File: config.mk
export PLATFORM = sky130hd
export DESIGN_NAME = pipe_hazard_ctrl_flat
export DESIGN_NICKNAME = d
export VERILOG_FILES = /design/src/rtl/pipe_hazard_ctrl_if.sv /design/src/rtl/pipe_hazard_ctrl.sv /design/src/flat_wrapper.sv
export SDC_FILE = /design/constraint.sdc
export NUM_CORES = 1
export LEC_CHECK = 0
export ABC_AREA = 1
export ABC_CLOCK_PERIOD_IN_PS = 2300
export BUFFER_PORTS_ARGS = -buffer_cell sky130_fd_sc_hd__buf_4
export CORE_UTILIZATION = 41
export DETAILED_ROUTE_END_ITERATION = 8
export MAX_ROUTING_LAYER = met4
export PLACE_DENSITY = 0.86
export SYNTH_ARGS = -nofsm -noshare
export SYNTH_HDL_FRONTEND = slang
export SYNTH_SLANG_ARGS = --single-unit
File: constraint.sdc
create_clock -name clk -period 2.3 [get_ports clk]
set_clock_uncertainty 0.05 [all_clocks]
set_input_delay 0.345 -clock clk [delete_from_list [all_inputs] [get_ports clk]]
set_output_delay 0.345 -clock clk [all_outputs]
set_load 0.01 [all_outputs]
File: src/rtl/pipe_hazard_ctrl_if.sv
// Pipeline-controller bundle: run/hazard inputs from the datapath, enables, flushes and status back.
// master = controller side, slave = datapath side.
interface pipe_hazard_ctrl_if #(
    parameter int REG_AW = 4,
    parameter int CNT_W  = 16
);
    logic              start;
    logic              halt_req;
    logic [REG_AW-1:0] id_ra1;
    logic [REG_AW-1:0] id_ra2;
    logic              id_use1;
    logic              id_use2;
    logic [REG_AW-1:0] ex_ra1;
    logic [REG_AW-1:0] ex_ra2;
    logic [REG_AW-1:0] ex_ra3;
    logic              ex_memread;
    logic              ex_regwrite;
    logic [REG_AW-1:0] mem_ra3;
    logic              mem_regwrite;
    logic [REG_AW-1:0] wb_ra3;
    logic              wb_regwrite;
    logic              ex_branch_taken;

    logic              pc_en;
    logic              if_id_en;
    logic              if_id_flush;
    logic              id_ex_flush;
    logic [4:0]        valid;
    logic [1:0]        fwd_a_sel;
    logic [1:0]        fwd_b_sel;
    logic              running;
    logic              done;
    logic [CNT_W-1:0]  cyc_cnt;
    logic [CNT_W-1:0]  stall_cnt;
    logic [CNT_W-1:0]  flush_cnt;

    modport master (
        input  start, halt_req, id_ra1, id_ra2, id_use1, id_use2,
               ex_ra1, ex_ra2, ex_ra3, ex_memread, ex_regwrite,
               mem_ra3, mem_regwrite, wb_ra3, wb_regwrite, ex_branch_taken,
        output pc_en, if_id_en, if_id_flush, id_ex_flush, valid,
               fwd_a_sel, fwd_b_sel, running, done,
               cyc_cnt, stall_cnt, flush_cnt
    );

    modport slave (
        output start, halt_req, id_ra1, id_ra2, id_use1, id_use2,
               ex_ra1, ex_ra2, ex_ra3, ex_memread, ex_regwrite,
               mem_ra3, mem_regwrite, wb_ra3, wb_regwrite, ex_branch_taken,
        input  pc_en, if_id_en, if_id_flush, id_ex_flush, valid,
               fwd_a_sel, fwd_b_sel, running, done,
               cyc_cnt, stall_cnt, flush_cnt
    );
endinterface

File: src/rtl/pipe_hazard_ctrl.sv
// 5-stage pipeline controller: run state, stage valids, load-use stall, branch flush, EX forwarding.
// Define PIPE_PERF_CNT_EN to build the cycle/stall/flush performance counters; otherwise they read 0.
module pipe_hazard_ctrl #(
    parameter int REG_AW    = 4,
    parameter int DRAIN_CYC = 3,
    parameter int CNT_W     = 16
) (
    input logic                clk,
    input logic                rst,
    pipe_hazard_ctrl_if.master bus
);
    typedef enum logic [1:0] {S_IDLE, S_RUN, S_DRAIN, S_DONE} state_t;

    localparam int DW = (DRAIN_CYC < 1) ? 1 : $clog2(DRAIN_CYC + 1);

    state_t        state, state_nx;
    logic [DW-1:0] drain_cnt, drain_cnt_nx;
    logic [4:1]    vq;
    logic          is_run;
    logic          active;
    logic          stall;
    logic          flush;

    function automatic logic [1:0] fwd_sel(
        input logic [REG_AW-1:0] src,
        input logic              mem_v,
        input logic              mem_we,
        input logic [REG_AW-1:0] mem_rd,
        input logic              wb_v,
        input logic              wb_we,
        input logic [REG_AW-1:0] wb_rd
    );
        if (mem_v && mem_we && (mem_rd == src))
            return 2'b10;
        else if (wb_v && wb_we && (wb_rd == src))
            return 2'b01;
        else
            return 2'b00;
    endfunction

    always_comb begin
        is_run = (state == S_RUN);
        active = is_run || (state == S_DRAIN);
        stall  = bus.ex_memread & bus.ex_regwrite & vq[2] & vq[1] &
                 ((bus.id_use1 & (bus.id_ra1 == bus.ex_ra3)) |
                  (bus.id_use2 & (bus.id_ra2 == bus.ex_ra3)));
        flush  = bus.ex_branch_taken & vq[2];
    end

    // A taken branch redirects fetch even when a load-use stall is pending.
    always_comb begin
        bus.valid       = {vq, is_run};
        bus.pc_en       = is_run & (flush | ~stall);
        bus.if_id_en    = is_run & (flush | ~stall);
        bus.if_id_flush = flush;
        bus.id_ex_flush = flush | stall;
        bus.fwd_a_sel   = fwd_sel(bus.ex_ra1, vq[3], bus.mem_regwrite, bus.mem_ra3,
                                  vq[4], bus.wb_regwrite, bus.wb_ra3);
        bus.fwd_b_sel   = fwd_sel(bus.ex_ra2, vq[3], bus.mem_regwrite, bus.mem_ra3,
                                  vq[4], bus.wb_regwrite, bus.wb_ra3);
        bus.running     = active;
        bus.done        = (state == S_DONE);
    end

    // DONE is taken on the cycle the counter would reach zero, so DRAIN lasts DRAIN_CYC cycles.
    always_comb begin
        state_nx     = state;
        drain_cnt_nx = drain_cnt;
        case (state)
            S_IDLE: begin
                if (bus.start)
                    state_nx = S_RUN;
            end
            S_RUN: begin
                if (bus.halt_req && vq[1] && !stall && !bus.ex_branch_taken) begin
                    state_nx     = S_DRAIN;
                    drain_cnt_nx = DW'(DRAIN_CYC);
                end
            end
            S_DRAIN: begin
                if (drain_cnt <= DW'(1)) begin
                    state_nx     = S_DONE;
                    drain_cnt_nx = '0;
                end else begin
                    drain_cnt_nx = drain_cnt - DW'(1);
                end
            end
            S_DONE: begin
                if (bus.start)
                    state_nx = S_RUN;
            end
            default: state_nx = S_IDLE;
        endcase
    end

    always_ff @(posedge clk or negedge rst) begin
        if (!rst) begin
            state     <= S_IDLE;
            drain_cnt <= '0;
        end else begin
            state     <= state_nx;
            drain_cnt <= drain_cnt_nx;
        end
    end

    always_ff @(posedge clk or negedge rst) begin
        if (!rst) begin
            vq <= '0;
        end else begin
            vq[1] <= flush ? 1'b0 : (stall ? vq[1] : is_run);
            vq[2] <= (flush | stall) ? 1'b0 : vq[1];
            vq[3] <= vq[2];
            vq[4] <= vq[3];
        end
    end

`ifdef PIPE_PERF_CNT_EN
    logic             restart;
    logic [CNT_W-1:0] cyc_q, stall_q, flush_q;

    assign restart = (state == S_DONE) && bus.start;

    // Stall cycles overridden by a flush are counted as flushes only.
    always_ff @(posedge clk or negedge rst) begin
        if (!rst) begin
            cyc_q   <= '0;
            stall_q <= '0;
            flush_q <= '0;
        end else if (restart) begin
            cyc_q   <= '0;
            stall_q <= '0;
            flush_q <= '0;
        end else begin
            if (active && (cyc_q != '1))
                cyc_q <= cyc_q + CNT_W'(1);
            if (stall && !flush && (stall_q != '1))
                stall_q <= stall_q + CNT_W'(1);
            if (flush && (flush_q != '1))
                flush_q <= flush_q + CNT_W'(1);
        end
    end

    assign bus.cyc_cnt   = cyc_q;
    assign bus.stall_cnt = stall_q;
    assign bus.flush_cnt = flush_q;
`else
    assign bus.cyc_cnt   = {CNT_W{1'b0}};
    assign bus.stall_cnt = {CNT_W{1'b0}};
    assign bus.flush_cnt = {CNT_W{1'b0}};
`endif
endmodule
File: src/flat_wrapper.sv
// flat-port wrapper written by rule: the top's interface ports become plain ports
module pipe_hazard_ctrl_flat 
#(
    parameter int REG_AW    = 4,
    parameter int DRAIN_CYC = 3,
    parameter int CNT_W     = 16
)
  (clk, rst, bus_start, bus_halt_req, bus_id_ra1, bus_id_ra2, bus_id_use1, bus_id_use2, bus_ex_ra1, bus_ex_ra2, bus_ex_ra3, bus_ex_memread, bus_ex_regwrite, bus_mem_ra3, bus_mem_regwrite, bus_wb_ra3, bus_wb_regwrite, bus_ex_branch_taken, bus_pc_en, bus_if_id_en, bus_if_id_flush, bus_id_ex_flush, bus_valid, bus_fwd_a_sel, bus_fwd_b_sel, bus_running, bus_done, bus_cyc_cnt, bus_stall_cnt, bus_flush_cnt);
  pipe_hazard_ctrl_if #(.REG_AW(REG_AW), .CNT_W(CNT_W)) bus_i ();
  input logic clk;
  input logic rst;
  input wire logic [$bits(bus_i.start)-1:0] bus_start;
  input wire logic [$bits(bus_i.halt_req)-1:0] bus_halt_req;
  input wire logic [$bits(bus_i.id_ra1)-1:0] bus_id_ra1;
  input wire logic [$bits(bus_i.id_ra2)-1:0] bus_id_ra2;
  input wire logic [$bits(bus_i.id_use1)-1:0] bus_id_use1;
  input wire logic [$bits(bus_i.id_use2)-1:0] bus_id_use2;
  input wire logic [$bits(bus_i.ex_ra1)-1:0] bus_ex_ra1;
  input wire logic [$bits(bus_i.ex_ra2)-1:0] bus_ex_ra2;
  input wire logic [$bits(bus_i.ex_ra3)-1:0] bus_ex_ra3;
  input wire logic [$bits(bus_i.ex_memread)-1:0] bus_ex_memread;
  input wire logic [$bits(bus_i.ex_regwrite)-1:0] bus_ex_regwrite;
  input wire logic [$bits(bus_i.mem_ra3)-1:0] bus_mem_ra3;
  input wire logic [$bits(bus_i.mem_regwrite)-1:0] bus_mem_regwrite;
  input wire logic [$bits(bus_i.wb_ra3)-1:0] bus_wb_ra3;
  input wire logic [$bits(bus_i.wb_regwrite)-1:0] bus_wb_regwrite;
  input wire logic [$bits(bus_i.ex_branch_taken)-1:0] bus_ex_branch_taken;
  output wire logic [$bits(bus_i.pc_en)-1:0] bus_pc_en;
  output wire logic [$bits(bus_i.if_id_en)-1:0] bus_if_id_en;
  output wire logic [$bits(bus_i.if_id_flush)-1:0] bus_if_id_flush;
  output wire logic [$bits(bus_i.id_ex_flush)-1:0] bus_id_ex_flush;
  output wire logic [$bits(bus_i.valid)-1:0] bus_valid;
  output wire logic [$bits(bus_i.fwd_a_sel)-1:0] bus_fwd_a_sel;
  output wire logic [$bits(bus_i.fwd_b_sel)-1:0] bus_fwd_b_sel;
  output wire logic [$bits(bus_i.running)-1:0] bus_running;
  output wire logic [$bits(bus_i.done)-1:0] bus_done;
  output wire logic [$bits(bus_i.cyc_cnt)-1:0] bus_cyc_cnt;
  output wire logic [$bits(bus_i.stall_cnt)-1:0] bus_stall_cnt;
  output wire logic [$bits(bus_i.flush_cnt)-1:0] bus_flush_cnt;
  assign bus_i.start = bus_start;
  assign bus_i.halt_req = bus_halt_req;
  assign bus_i.id_ra1 = bus_id_ra1;
  assign bus_i.id_ra2 = bus_id_ra2;
  assign bus_i.id_use1 = bus_id_use1;
  assign bus_i.id_use2 = bus_id_use2;
  assign bus_i.ex_ra1 = bus_ex_ra1;
  assign bus_i.ex_ra2 = bus_ex_ra2;
  assign bus_i.ex_ra3 = bus_ex_ra3;
  assign bus_i.ex_memread = bus_ex_memread;
  assign bus_i.ex_regwrite = bus_ex_regwrite;
  assign bus_i.mem_ra3 = bus_mem_ra3;
  assign bus_i.mem_regwrite = bus_mem_regwrite;
  assign bus_i.wb_ra3 = bus_wb_ra3;
  assign bus_i.wb_regwrite = bus_wb_regwrite;
  assign bus_i.ex_branch_taken = bus_ex_branch_taken;
  assign bus_pc_en = bus_i.pc_en;
  assign bus_if_id_en = bus_i.if_id_en;
  assign bus_if_id_flush = bus_i.if_id_flush;
  assign bus_id_ex_flush = bus_i.id_ex_flush;
  assign bus_valid = bus_i.valid;
  assign bus_fwd_a_sel = bus_i.fwd_a_sel;
  assign bus_fwd_b_sel = bus_i.fwd_b_sel;
  assign bus_running = bus_i.running;
  assign bus_done = bus_i.done;
  assign bus_cyc_cnt = bus_i.cyc_cnt;
  assign bus_stall_cnt = bus_i.stall_cnt;
  assign bus_flush_cnt = bus_i.flush_cnt;
  pipe_hazard_ctrl #(.REG_AW(REG_AW), .DRAIN_CYC(DRAIN_CYC), .CNT_W(CNT_W)) u_core (.clk(clk), .rst(rst), .bus(bus_i));
endmodule
==> metrics.md <==
| Metric | Value |
|---|---|
| Initial Util | `0.432` |
| Startpoint Class | `flip-flop` |
| Die area | `3100 µm²` |
| Multiplexer area fraction after synthesis | `0` |
| Initial DRC Count | `33` |
| CTS HTree Levels | `1` |
| P_leak | `0.899 nW` |
| Final ANT Viol Nets | `0` |
| Num CTS Buffers | `3` |
| Fillers | `273` |
| Drt total wl | `2110 µm` |
| Initial antenna violation count | `0` |
| CTS tree | `yes` |
| Final period utilization | `0.797` |
| Residual DRC count | `0` |
| Sequential share of the synthesized area | `0.169` |
| Fin. Hold Viols | `0` |
| Syn Area/Cell | `~6.6 µm²` |
| First-pass GRT wire length | `approximately 3500 µm` |
| Max Root-Sink Buffers | `2` |
| Register area | `200 µm²` |
| Total GRT Usage | `0.140` |
| Max IR drop VDD | `between 700 and 800 µV` |
| Post-route minimum period | `between 1.5 and 2 ns` |
| Inserted Diodes | `0` |
| Pwr per Cell Area | `687 nW/µm²` |
| Crit. End Element | `output pin` |
| Fmax | `546 MHz` |
| Count of final setup violators | `0` |
| Largest net degree at the start of global routing | `9` |
| Final HPWL DP | `1890 µm` |
| Internal power | `between 500 and 600 µW` |
| Worst hold slack | `0.367 ns` |
| Die H | `55.7 µm` |
| RD Place Congestion | `0.893` |
| CORE AREA | `2730 µm²` |
| Switching Fraction | `0.442` |
| Data required, critical path | `~1.9 ns` |
| Std-Cell Rows | `19` |
| Share of cells above drive strength 1 | `0.270` |
| Clock power frac | `0.105` |
| Clk_lat worst skew | `around 0.25 ns` |
| Vias in the first global route | `around 960` |
| Synth Area in Simple Gates | `0.256` |
| Max Slew Vio Count | `0` |
| Synth Cell Area | `1180 µm²` |
| Sequential power share | `0.275` |
| GRT overflow | `0` |
| Die width | `roughly 56 µm` |
| Drt wl/cell | `7.99 µm` |
| Outcome | `completed` |
| RSZ-0062 raised after global routing | `false` |
| Clock slew at reported path FFs | `0.05 ns` |
| Synth Area in Adders | `0.0423` |
| PostCTS Resize Cnt | `0` |
| XOR/XNOR Fraction of Synth Area | `0.0667` |
| Syn-to-layout area delta | `22.9%` |
| Max-cap violations | `0` |
| Comb power frac | `0.620` |
| Mapped Cells | `179` |
| Synthesized flop and latch total | `8` |
| Critical path type | `reg2out` |
| Multi-input logic area | `689 µm²` |
| Via/cell ratio | `4.17` |
| Root Driver | `clkbuf_4` |
| I/O Buffers | `53` |
| IO Pins | `102` |
| Cell variety after synth | `21` |
| Critical path arrival | `~1.4 ns` |
| Max FO, Critical Path | `3` |
| Post-CTS repair timing setup buffer count | `0` |
| Synth Area in Compound Gates | `0.0656` |
| Via count | `1,100` |
| Final setup TNS | `0 ns` |
| Pre-Repair DR Iteration Count | `5` |
| Worst hold path type | `reg2reg` |
| Nets | `about 280` |
| Switching pwr | `between 400 and 500 µW` |
| Sink Count | `8` |
| Largest family of logic cells by synthesized area | `buffers and inverters` |
| Count of warnings emitted by yosys | `0` |
[through the flow]
step / utilization / cell area (µm²) / power, mW / setup WS (ns) / std cells
4_1_cts: 0.531 / 1450 / 1.01 / 0.433 / 264
2_1_floorplan: - / 1360 / 0.723 / 0.709 / 226
3_5_place_dp: 0.519 / 1420 / 0.897 / 0.660 / 260
6_report: 0.531 / 1450 / 0.998 / 0.467 / 264
5_1_grt: 0.531 / 1450 / 1.10 / 0.315 / 264
3_3_place_gp: 0.519 / 1420 / 0.886 / 0.671 / 260
[worst paths after layout]
| path | endpoint | slack, ns | cells past startpoint | startpoint |
|---|---|---|---|---|
| worst max-delay path | bus_fwd_a_sel[0] | 0.47 | 6 | u_core.vq[3]$_DFF_PN0_ |
| worst min-delay path | u_core.vq[4]$_DFF_PN0_ | 0.37 | 0 | u_core.vq[3]$_DFF_PN0_ |
| worst max register to register | u_core.state[0]$_DFFE_PN0P_ | 0.82 | 8 | u_core.state[0]$_DFFE_PN0P_ |
| worst min register to register | u_core.vq[4]$_DFF_PN0_ | 0.37 | 0 | u_core.vq[3]$_DFF_PN0_ |
| max in group asynchronous | u_core.vq[4]$_DFF_PN0_ | 1.67 | 2 | rst |
| min in group asynchronous | u_core.state[1]$_DFFE_PN0P_ | 0.40 | 2 | rst |
[timing repair]
action / CTS / global route
hold endpoints to repair: 8 / 0
hold buffers: 1 / 0
setup endpoints to repair: 0 / 0
[kinds of logic after synthesis]
kind of cell | after synthesis
buffers and inverters | 75
other | 1
AOI/OAI and AO/OA | 12
DFF | 8
adders and majority gates | 4
and+or+nand+nor | 70
xor gates and xnor gates | 9
[per-layer routing]
| metal | global-route usage | up-vias | share of wire |
|---|---|---|---|
| li1 | - | 564 | - |
| met1 | 0.152 | 463 | 0.38 |
| met2 | 0.236 | 69 | 0.49 |
| met3 | 0.0326 | 4 | 0.12 |
| met4 | 0.0750 | 0 | 0.011 |
| met5 | - | - | 0 |
[cell type report]
class | instances | area share
clock buffer | 3 | 0.0155
inverter | 25 | 0.0646
timing repair buffer | 54 | 0.281
multi-input combinational | 143 | 0.475
sequential | 8 | 0.138
tap | 31 | 0.0267
[power groups by stage]
stage / Combinational (mW) / Sequential (mW) / Clock [mW]
5_1_grt: 0.702 / 0.289 / 0.113
3_5_place_dp: 0.620 / 0.277 / 0
4_1_cts: 0.622 / 0.276 / 0.109
6_report: 0.619 / 0.275 / 0.104
3_3_place_gp: 0.611 / 0.275 / 0
2_1_floorplan: 0.448 / 0.274 / 0
[worst max-delay path, stage by stage (launching register included)]
cell       delay (ns)
dfrtp_1          0.37
nand2_1          0.09
a21oi_1          0.12
o2111ai_1        0.11
a211oi_1         0.29
nor2_1           0.07
buf_4            0.15
[sequential cells by signal, indices dropped and copies added (netlist names)]
name,count
u_core.vq,4
u_core.drain_cnt,2
u_core.state,2
[placed cells by master (no fill, tap or decap)]
cell	n
buf_4	53
conb_1	48
nand2_1	36
inv_1	25
nor2_1	13
nand3_1	9
dfrtp_1	8
xnor2_1	7
nand2_2	6
ha_1	4
o21ai_0	3
a21oi_1	3
clkbuf_4	3
o2111ai_1	2
xor2_1	2
nand4_1	2
nor3_1	2
o22ai_1	2
a221o_1	1
a211oi_1	1
nor2_2	1
nor3b_1	1
dlygate4sd3_1	1
[synth_stat cells (all sizes together)]
cell | instances | area share
nand4 | 2 | 0.011
o2111ai | 2 | 0.015
nor3b | 1 | 0.0064
xor2 | 2 | 0.015
a211oi | 1 | 0.0064
nor2 | 14 | 0.047
xnor2 | 7 | 0.052
conb | 1 | 0.0032
dfrtp | 8 | 0.17
o22ai | 2 | 0.011
ha | 4 | 0.042
nand2 | 42 | 0.15
a21oi | 3 | 0.013
a221o | 1 | 0.0085
inv | 25 | 0.079
o21ai | 3 | 0.013
nand3 | 9 | 0.038
nor3 | 2 | 0.0085
buf | 50 | 0.32
(Power assumes the default switching activity.)
